`config.mk`:
```
export PLATFORM = sky130hd
export DESIGN_NAME = dmem_arbiter
export DESIGN_NICKNAME = d
export VERILOG_FILES = /design/src/rtl/dmem_pkg.sv /design/src/rtl/rr_arbiter2.sv /design/src/rtl/dmem_arbiter.sv
export SDC_FILE = /design/constraint.sdc
export NUM_CORES = 1
export LEC_CHECK = 0
export BUFFER_PORTS_ARGS = -buffer_cell sky130_fd_sc_hd__buf_4
export CELL_PAD_IN_SITES_DETAIL_PLACEMENT = 0
export CELL_PAD_IN_SITES_GLOBAL_PLACEMENT = 2
export CORE_ASPECT_RATIO = 1.2
export CORE_MARGIN = 5
export CORE_UTILIZATION = 25
export CTS_BUF_LIST = sky130_fd_sc_hd__clkbuf_4 sky130_fd_sc_hd__clkbuf_8
export DETAILED_ROUTE_END_ITERATION = 6
export PLACE_DENSITY_LB_ADDON = 0.1
export SLEW_MARGIN = 15
export SYNTH_ARGS = -nofsm -noshare
export SYNTH_HDL_FRONTEND = slang
export SYNTH_HIERARCHICAL = 1
export SYNTH_SLANG_ARGS = --single-unit
```
`constraint.sdc`:
```
create_clock -name clk -period 2.2 [get_ports clk]
set_input_delay 0.11 -clock clk [delete_from_list [all_inputs] [get_ports clk]]
set_output_delay 0.11 -clock clk [all_outputs]
set_load 0.005 [all_outputs]
```
`src/rtl/dmem_pkg.sv`:
```
// Shared types and constants for the data-memory arbiter slice.
// Covers FSM state encoding, requester port indices and default memory geometry.
package dmem_pkg;

  typedef enum logic {
    ST_ARB   = 1'b0,
    ST_CLEAR = 1'b1
  } state_t;

  localparam int unsigned PORT_CPU = 0;
  localparam int unsigned PORT_DBG = 1;

  localparam int unsigned DEF_ADDR_W = 4;
  localparam int unsigned DEF_DATA_W = 8;

endpackage

```
`src/rtl/rr_arbiter2.sv`:
```
// Two-way round-robin grant logic, purely combinational.
// last_gnt (0 = CPU, 1 = DBG) is held by the parent and only breaks ties.
module rr_arbiter2
  import dmem_pkg::*;
(
  input  logic [1:0] req,
  input  logic       last_gnt,
  input  logic       en,
  output logic [1:0] gnt
);

  always_comb begin
    gnt = '0;
    if (en) begin
      if (req[PORT_CPU] && req[PORT_DBG]) begin
        if (last_gnt) gnt[PORT_CPU] = 1'b1;
        else          gnt[PORT_DBG] = 1'b1;
      end else begin
        gnt = req;
      end
    end
  end

endmodule

```
`src/rtl/dmem_arbiter.sv`:
```
// Shares a single-port data memory between the CPU and debug ports, one transfer per cycle,
// with a sequencer that sweeps every word to CLEAR_VALUE.
module dmem_arbiter
  import dmem_pkg::*;
#(
  parameter int unsigned       ADDR_W      = DEF_ADDR_W,
  parameter int unsigned       DATA_W      = DEF_DATA_W,
  parameter logic [DATA_W-1:0] CLEAR_VALUE = '0
) (
  input  logic              clk,
  input  logic              rst,
  input  logic              cpu_valid,
  input  logic              cpu_we,
  input  logic [ADDR_W-1:0] cpu_addr,
  input  logic [DATA_W-1:0] cpu_wdata,
  output logic              cpu_ready,
  output logic [DATA_W-1:0] cpu_rdata,
  output logic              cpu_rvalid,
  input  logic              dbg_valid,
  input  logic              dbg_we,
  input  logic [ADDR_W-1:0] dbg_addr,
  input  logic [DATA_W-1:0] dbg_wdata,
  output logic              dbg_ready,
  output logic [DATA_W-1:0] dbg_rdata,
  output logic              dbg_rvalid,
  input  logic              clear_start,
  output logic              clear_busy,
  output logic              clear_done,
  output logic [ADDR_W-1:0] mem_addr,
  output logic [DATA_W-1:0] mem_wdata,
  output logic              mem_we,
  input  logic [DATA_W-1:0] mem_rdata
);

  state_t            state;
  logic [ADDR_W-1:0] clr_cnt;
  logic              last_gnt;
  logic [1:0]        gnt;

  rr_arbiter2 u_arb (
    .req      ({dbg_valid, cpu_valid}),
    .last_gnt (last_gnt),
    .en       (state == ST_ARB),
    .gnt      (gnt)
  );

  assign cpu_ready  = gnt[PORT_CPU];
  assign dbg_ready  = gnt[PORT_DBG];
  assign clear_busy = (state == ST_CLEAR);

  always_comb begin
    mem_we    = 1'b0;
    mem_addr  = '0;
    mem_wdata = '0;
    if (state == ST_CLEAR) begin
      mem_we    = 1'b1;
      mem_addr  = clr_cnt;
      mem_wdata = CLEAR_VALUE;
    end else if (gnt[PORT_CPU]) begin
      mem_we    = cpu_we;
      mem_addr  = cpu_addr;
      mem_wdata = cpu_wdata;
    end else if (gnt[PORT_DBG]) begin
      mem_we    = dbg_we;
      mem_addr  = dbg_addr;
      mem_wdata = dbg_wdata;
    end
  end

  // Clear sweep FSM; clear_done marks the first ARB cycle after the last sweep write.
  always_ff @(posedge clk or posedge rst) begin
    if (rst) begin
      state      <= ST_ARB;
      clr_cnt    <= '0;
      clear_done <= 1'b0;
    end else begin
      clear_done <= 1'b0;
      case (state)
        ST_ARB: begin
          if (clear_start) begin
            state   <= ST_CLEAR;
            clr_cnt <= '0;
          end
        end
        ST_CLEAR: begin
          clr_cnt <= clr_cnt + ADDR_W'(1);
          if (clr_cnt == '1) begin
            state      <= ST_ARB;
            clear_done <= 1'b1;
          end
        end
        default: state <= ST_ARB;
      endcase
    end
  end

  always_ff @(posedge clk or posedge rst) begin
    if (rst) begin
      last_gnt   <= 1'b1;
      cpu_rdata  <= '0;
      dbg_rdata  <= '0;
      cpu_rvalid <= 1'b0;
      dbg_rvalid <= 1'b0;
    end else begin
      if (gnt[PORT_CPU])      last_gnt <= 1'b0;
      else if (gnt[PORT_DBG]) last_gnt <= 1'b1;

      cpu_rvalid <= gnt[PORT_CPU] & ~cpu_we;
      dbg_rvalid <= gnt[PORT_DBG] & ~dbg_we;
      if (gnt[PORT_CPU] && !cpu_we) cpu_rdata <= mem_rdata;
      if (gnt[PORT_DBG] && !dbg_we) dbg_rdata <= mem_rdata;
    end
  end

endmodule
```
== Yosys cells after proc, flatten, opt, wreduce, memory -nomap -nowiden ==
Index checks and enable logic that the tools add are counted.

* Register bits: 25
* Input bits: 39
* Output and inout bits: 35
* Word-level logic and storage cells: 44

* Add/subtract/negate cells: 1
* Eq/ne operators: 2
* Multiplexer cells: 22
* Bitwise logic cells: 5
* Reductions and logical operators: 6

{| class="wikitable"
|+ Operators by type and width
! cell !! number
|-
| 8-bit 2-to-1 mux || 3
|-
| 4-bit 2-to-1 mux || 4
|-
| 1-bit 2-to-1 mux || 11
|-
| 4-bit case mux with 2 select lines || 1
|-
| 4-bit by 1-bit adder with 4-bit output, second input constant || 1
|-
| 4-bit equality test, second input constant || 1
|-
| 2-bit 2-to-1 mux || 2
|-
| 1-bit logical AND || 3
|-
| 1-bit NOT || 3
|-
| 1-bit AND || 2
|-
| 1-bit zero test || 2
|-
| 2-bit inequality test, second input constant || 1
|-
| 1-bit case mux with 2 select lines || 1
|-
| 2-bit nonzero test || 1
|}

== Longest topological paths before layout ==
Gate-level depths: netlist of the first run.

* Depth after elaboration: 6
* Depth in mapped cells: 8
* Depth with buffers taken out: 6

== Hierarchy ==
The synthesis of the first run kept the hierarchy.

{| class="wikitable"
|+ Modules (own cells, without submodules)
! module !! times used !! cells an instance !! area an instance (sq um) !! sequential area each (sq um)
|-
| dmem_arbiter || 1 || 104 || 1224.9 || 626.9
|-
| rr_arbiter2 || 1 || 5 || 21.3 || 0.0
|}

== Worst setup path before layout of the first run ==
OpenSTA, ideal clock, no wires.

* Kind: register to register
* Start point: reg state, in the netlist clear_busy
* End point: reg dbg_rdata[0]
* Setup time: 125 ps
* Arrival: 1544 ps
* Required time: 2075 ps
* Slack: 531 ps
* Cell stages (with the launch flop): 7
* Buffers on the path: 1
* Period minus slack after synthesis: 1669 ps
* Cell sequence: dfrtp_1 -> inv_1 -> nand2_1 -> a21oi_1 -> nor2b_4 -> buf_6 -> mux2_2

* Longest elaborated chain between the ends: 2

{| class="wikitable"
|+ Ends and longest elaborated chain
! element !! line !! source
|-
| start: declaration || dmem_arbiter.sv:35 || <nowiki>state_t state;</nowiki>
|-
| start signal: assignment || dmem_arbiter.sv:73 || <nowiki>state <= ST_ARB;</nowiki>
|-
| start signal: assignment || dmem_arbiter.sv:81 || <nowiki>state <= ST_CLEAR;</nowiki>
|-
| start signal: assignment || dmem_arbiter.sv:88 || <nowiki>state <= ST_ARB;</nowiki>
|-
| 2-bit 2-to-1 mux || rr_arbiter2.sv:14 || <nowiki>if (en) begin</nowiki>
|-
| named net dbg_ready || dmem_arbiter.sv:23 || <nowiki>output logic dbg_ready,</nowiki>
|-
| 1-bit logical AND || dmem_arbiter.sv:111 || <nowiki>if (gnt[PORT_DBG] && !dbg_we) dbg_rdata <= mem_rdata;</nowiki>
|-
| end signal: assignment || dmem_arbiter.sv:111 ||
|-
| end: declaration || dmem_arbiter.sv:24 || <nowiki>output logic [DATA_W-1:0] dbg_rdata,</nowiki>
|}

The timed path passes the listed nets, and every way through them passes these cells.
A chain may end at the register's enable or synchronous reset.

== Worst setup path in the final report of the first run ==
* Start point: reg state, in the netlist clear_busy
* End point: out mem_addr[2]

* Longest elaborated chain between the ends: 4

{| class="wikitable"
|+ Ends and longest elaborated chain
! element !! line !! source
|-
| 2-bit 2-to-1 mux || rr_arbiter2.sv:14 ||
|-
| 4-bit 2-to-1 mux || dmem_arbiter.sv:63 || <nowiki>end else if (gnt[PORT_DBG]) begin</nowiki>
|-
| 4-bit 2-to-1 mux || dmem_arbiter.sv:59 || <nowiki>end else if (gnt[PORT_CPU]) begin</nowiki>
|-
| 4-bit 2-to-1 mux * || dmem_arbiter.sv:55 || <nowiki>if (state == ST_CLEAR) begin</nowiki>
|-
| end: declaration || dmem_arbiter.sv:29 || <nowiki>output logic [ADDR_W-1:0] mem_addr,</nowiki>
|}

Mark *: on every way between the ends. The rest lies on a longest branch, timed or not.

==> results of run 1 <==
==> sequential cells by signal (all words and copies together), names as in the netlist <==
| name | flops |
|---|---|
| dbg_rvalid | 1 |
| last_gnt | 1 |
| cpu_rvalid | 1 |
| dbg_rdata | 8 |
| clr_cnt | 4 |
| cpu_rdata | 8 |
| clear_busy | 1 |
| clear_done | 1 |
==> Yosys cell counts (all sizes together), types with 2 or more instances <==
cell type  number  share of area
dfrtp          24           0.48
mux2           16           0.17
nor2           14          0.042
a22oi           9          0.054
nand2           9          0.027
buf             7          0.048
o21ai           7          0.028
a21oi           6          0.024
inv             5          0.015
nor2b           3          0.027
a221oi          2          0.014
==> cells by family (layout without fill, tap and decap cells) <==
logic type | count (synthesis) | after routing | synth area share
simple gates | 30 | 30 | 0.1225
compound gates | 25 | 25 | 0.1265
fa+ha+maj | 1 | 1 | 0.01004
mux | 16 | 16 | 0.1747
flops | 25 | 25 | 0.5030
buf+inv | 12 | 84 | 0.06325
==> critical path, delay by kind of cell (launching register included) <==
family / cells / cell delay (ns)
compound gates: 3 / 0.52
buf+inv: 2 / 0.28
flops: 1 / 0.38
simple gates: 2 / 0.43
==> report_power, final <==
part | total, W | switching (W) | internal [W] | leakage [nW]
combinational | 0.000854 | 0.000318 | 0.000536 | 0.613
clock | 0.000261 | 0.000135 | 0.000126 | 0.0255
sequential | 0.000791 | 0.000130 | 0.000662 | 0.317
total | 0.00191 | 0.000583 | 0.00132 | 0.956
==> per-stage QoR <==
| step | cell area, µm² | hold WS (ns) |
|---|---|---|
| after CTS | 1871 | 0.02950 |
| after floorplan | 1246 | 0.1366 |
| after detailed placement | 1824 | 0.3163 |
| final | 1874 | 0.03151 |
| after global routing | 1874 | 0.02453 |
| after global placement | 1824 | 0.3231 |
==> routing by layer <==
metal  GRT usage  vias up  wire [µm]
li1            -      518          -
met5           0        -          0
met2      0.1855       44       1790
met4     0.02913        0         34
met1      0.1035      502       1170
met3     0.03233        2        344
==> what timing repair did <==
| item | in CTS | in global routing |
|---|---|---|
| setup buffers | 0 | 0 |
| setup endpoints to repair | 0 | 5 |
| resized for setup | 0 | 1 |
==> cell type report <==
| type | instances | area (µm²) | area share |
|---|---|---|---|
| inverters | 5 | 18.77 | 0.01001 |
| clock buffers | 3 | 41.29 | 0.02203 |
| clock inverters | 1 | 5.005 | 0.002670 |
| multi-input cells | 72 | 544.3 | 0.2904 |
| repair buffers | 75 | 563.0 | 0.3004 |
| well taps | 60 | 75.07 | 0.04005 |
| flip-flops and latches | 25 | 626.9 | 0.3344 |
==> path summary, 6_finish.rpt <==
check                           cells past startpoint      endpoint    startpoint  slack (ns)
worst max-delay path                                7   mem_addr[2]    clear_busy        0.23
worst min-delay path                                2    clr_cnt[1]   clear_start        0.03
worst max register to register                      5  dbg_rdata[4]    clear_busy        0.53
worst min register to register                      1  dbg_rdata[1]  dbg_rdata[1]        0.52
max in group asynchronous                           2  cpu_rdata[0]           rst        1.56
min in group asynchronous                           2    clear_done           rst        0.06
==> results.txt, run 1 <==
Status = completed
TNS Setup = 0 ns
Initial antenna violation count = 0
Lkg Pwr = 0.9557 nW
Fin. max-slew vios = 0
CTS max path bufs = 2
DIE WIDTH = 74.45 µm
Worst EP arrival = 1.86 ns
Die area = 6502 µm²
Worst path required time = 2.09 ns
Fin nets = 222
Mapped Cells = 109
WL/cell = 13.85 µm
Final Setup Violations = 0
VDD IR max = 0.0003127 V
Core Region = 4870 µm²
Max Freq = 507.5 MHz
Pin count of the biggest net entering global routing = 26
Setup Skew = 0.006220 ns
PwrDens = 1017 nW/µm²
Ports = 74
CTS Buf Count = 3
Clock sink count = 25
Number of synthesized flops with an enable pin = 0
Clk slew on worst S/H paths = 0.09 ns
Most frequent cells in the layout = 75 x buf_4, 24 x dfrtp_1, 14 x nor2_1, 10 x mux2_4
Routability-driven placement congestion ratio = 0.6731
Hold Vio Cnt, Final = 0
Max Cap Viol = 0
Starting density of the core = 0.2559
Port Buf Inserts = 73
Worst-path maximum fanout = 11
Placed Cells incl. Taps = 237
Syn_area_per_cell = 11.43 µm²
DRC viols = 0
Clk Latency, worst-skew pair = 0.26 ns
Routed WL = 3339 µm
Min Tclk post-route = 1.971 ns
Final Core Density = 0.3849
Distinct cell type count of the synthesized netlist = 21
Slew @ Worst Pin = 0.9445 ns
Element type at the critical path end = primary output
Startpoint Class = flip-flop
Top_reg_cell synth = dfrtp_1
Crit-path cells = inv_1 -> nand2_1 -> a21oi_2 -> nor2b_4 -> a22oi_1 -> o21ai_0 -> buf_4
GRT Overall Usage = 0.09946
Global-route wire length before repair = 5119 µm
Synth warn = 6
Htree depth = 1
Total power = 0.001907 W
Antenna diodes = 0
Pre-CTS setup slack = 0.3656 ns
Crit path kind = flip-flop to primary output
Flops & latches, synth = 25
Post-DP HPWL = 2694 µm
RSZ-0062 raised after global routing = no
Vias in the first global route = 1134
Area Growth Syn to Fin = 50.40%
Post-route insts no fill = 241
Length of the first detailed-routing pass in iterations = 2
Cell Rows = 28
Die Span Y = 87.34 µm
Via count = 1066
Commonest non-fill, non-tap cell in the layout = buf_4
Avg Vias per Cell = 4.423
Antenna Nets Post-Route = 0
Slew margin rel. = 0.3697
Hold Crit Class = input port to flip-flop
GRT Residual Overflow = 0
Syn_nets = 149
Filler Cell Count = 518
Final period util = 0.8957
CTS tree = built
Asr flop ratio synth = 1.000
Cell Area, Synth = 1246 µm²
Critical path's largest stage delay = 0.38 ns
Post-synthesis sequential area ratio = 0.5030
Slowest cell on the critical path = dfrtp_1
Final setup margin = 0.2294 ns
Layout cells sized above 1 = 0.5525
CTS Root Cell = clkbuf_8
Initial drt markers = 20
Hold buffers post-CTS = 0
Power figures use the tool's default switching activity.
==> run 2: changes to the inputs <==
--- a/config.mk
+++ b/config.mk
@@ -5,15 +5,16 @@
 export SDC_FILE = /design/constraint.sdc
 export NUM_CORES = 1
 export LEC_CHECK = 0
+export ABC_AREA = 1
 export BUFFER_PORTS_ARGS = -buffer_cell sky130_fd_sc_hd__buf_4
 export CELL_PAD_IN_SITES_DETAIL_PLACEMENT = 0
 export CELL_PAD_IN_SITES_GLOBAL_PLACEMENT = 2
 export CORE_ASPECT_RATIO = 1.2
 export CORE_MARGIN = 5
-export CORE_UTILIZATION = 25
+export CORE_UTILIZATION = 24
 export CTS_BUF_LIST = sky130_fd_sc_hd__clkbuf_4 sky130_fd_sc_hd__clkbuf_8
 export DETAILED_ROUTE_END_ITERATION = 6
-export PLACE_DENSITY_LB_ADDON = 0.1
+export PLACE_DENSITY = 0.86
 export SLEW_MARGIN = 15
 export SYNTH_ARGS = -nofsm -noshare
 export SYNTH_HDL_FRONTEND = slang
==> results.txt, run 2 <==
CTS resizes = 0
Setup Skew = 0.002070 ns
Synth cell count leaders = 39 x nand2_1, 24 x dfrtp_1, 19 x a21oi_1, 16 x inv_1, 16 x o21ai_2
Worst path required time = 2.09 ns
Status = completed
Die area = 6971 µm²
Number of synthesized flops with an enable pin = 0
Flops & latches, synth = 25
CTS Buf Count = 3
RSZ-0062 raised after global routing = no
Top_reg_cell synth = dfrtp_1
Commonest non-fill, non-tap cell in the layout = buf_4
Final Setup Violations = 0
Most frequent cells in the layout = 77 x buf_4, 39 x nand2_1, 24 x dfrtp_1, 19 x a21oi_1
VDD IR max = 0.0005427 V
Antenna diodes = 0
Layout cells sized above 1 = 0.4605
Initial antenna violation count = 0
Leading area contributor after synthesis = dfrtp_1
Core Region = 5261 µm²
Post-DP HPWL = 2816 µm
PwrDens = 1090 nW/µm²
Final setup margin = 0.3028 ns
CTS Root Cell = clkbuf_8
CTS tree = built
Hold buffers post-CTS = 1
Via count = 1259
Clock sink count = 25
Syn_area_per_cell = 8.464 µm²
DRC viols = 0
Vias in the first global route = 1194
Slew margin rel. = 0.7300
Final period util = 0.8624
Hold Vio Cnt, Final = 0
Final instance area = 1951 µm²
Mapped Cells = 153
Cell Area, Synth = 1295 µm²
Syn_nets = 193
Pre-CTS setup slack = 0.5856 ns
Critical path's largest stage delay = 0.39 ns
Die Span Y = 90.47 µm
Min Tclk post-route = 1.897 ns
Fin nets = 269
Element type at the critical path end = primary output
Routability-driven placement congestion ratio = 0.7406
Initial drt markers = 39
Lkg Pwr = 1.022 nW
Distinct cell type count of the synthesized netlist = 18
Antenna Nets Post-Route = 0
Routed WL = 3625 µm
GRT Residual Overflow = 0
Top-area cell type share of the netlist area = 0.4638
Crit-path cells = inv_2 -> nand2_1 -> a21oi_1 -> buf_4 -> nand3_1 -> a21oi_1 -> buf_4
Clk Latency, worst-skew pair = 0.26 ns
Placed Area = 1892 µm²
Post-CTS Setup Bufs = 0
Area Growth Syn to Fin = 50.63%
Synth top area cells = dfrtp_1 46%, nand2_1 11%, o21ai_2 11%
Hold Crit Class = input port to flip-flop
Startpoint Class = flip-flop
Cell Rows = 29
WL/cell = 12.50 µm
Clk slew on worst S/H paths = 0.08 ns
Fin. max-slew vios = 0
Worst EP arrival = 1.79 ns
Worst-path maximum fanout = 13
Asr flop ratio synth = 1.000
Critical path's top delay family = buffers and inverters
Post-synthesis sequential area ratio = 0.4841
Port Buf Inserts = 73
Crit path kind = flip-flop to primary output
Synth warn = 6
Pin count of the biggest net entering global routing = 26
Buffers & Inverters on Critical Path = 3
Global-route wire length before repair = 5982 µm
Ports = 74
Htree depth = 1
GRT Overall Usage = 0.1035
Slew @ Worst Pin = 0.4036 ns
DIE WIDTH = 77.06 µm
Max Freq = 527.1 MHz
CTS max path bufs = 2
Most common cell in the netlist = nand2_1
Avg Vias per Cell = 4.341
Slowest cell on the critical path = dfrtp_1
Length of the first detailed-routing pass in iterations = 4
Max Cap Viol = 0
TNS Setup = 0 ns
Starting density of the core = 0.2461
Biggest regs = cpu_rdata: 8 flops, dbg_rdata: 8 flops, clr_cnt: 4 flops
==> run 2: cells by family (layout without fill, tap and decap cells) <==
kind of cell / after synthesis / in the layout / synth area share
adder cells (fa/ha/maj): 1 / 1 / 0.009660
buffers and inverters: 25 / 100 / 0.09758
AO/OA/AOI/OAI: 38 / 38 / 0.1952
AND/OR/NAND/NOR: 64 / 64 / 0.2135
flip-flops: 25 / 25 / 0.4841
==> run 2: per-layer routing <==
layer  part of all wire  global-route usage
met3               0.11             0.04391
met5                  0                   0
met2               0.46              0.1678
met1               0.42              0.1224
met4             0.0058             0.03438
==> run 2: area by class of cell <==
type / count / area (µm²)
sequential: 25 / 626.9
fill: 574 / 3311
tap: 62 / 77.57
multi-input combinational: 103 / 541.8
inverter: 18 / 67.56
timing repair buffer: 78 / 588.1
clock buffer: 4 / 48.80
==> run 2: tightest hold or removal path: stages <==
cell and delay (ns):
buf_4 0.08, inv_1 0.05, o21ai_2 0.12
==> run 2: path summary, 6_finish.rpt <==
path,startpoint,to,slack [ns],cells past startpoint
worst max register to register,clear_busy,dbg_rdata[3],0.67,6
worst min register to register,cpu_rdata[5],cpu_rdata[5],0.49,2
min in group asynchronous,rst,cpu_rdata[1],0.45,4
worst min-delay path,mem_rdata[2],dbg_rdata[2],0.12,3
max in group asynchronous,rst,last_gnt,1.46,4
worst max-delay path,clear_busy,mem_wdata[2],0.30,7
==> run 2: metrics by stage <==
step / instances / util / power, W / hold slack (ns)
after floorplan: 153 / - / 0.001339 / 0.1366
after global placement: 285 / 0.3596 / 0.001870 / 0.1940
after detailed placement: 285 / 0.3596 / 0.001877 / 0.1940
after CTS: 290 / 0.3707 / 0.002171 / 0.1128
after global routing: 290 / 0.3707 / 0.002327 / 0.1187
final: 290 / 0.3707 / 0.002125 / 0.1187
==> run 2: power by group <==
group / internal (W) / switching [W] / total [W] / leakage, nW
Combinational: 0.000549 / 0.000478 / 0.00103 / 0.680
Sequential: 0.000680 / 0.000140 / 0.000819 / 0.315
Clock: 0.000142 / 0.000138 / 0.000279 / 0.0262
Total: 0.00137 / 0.000756 / 0.00213 / 1.02
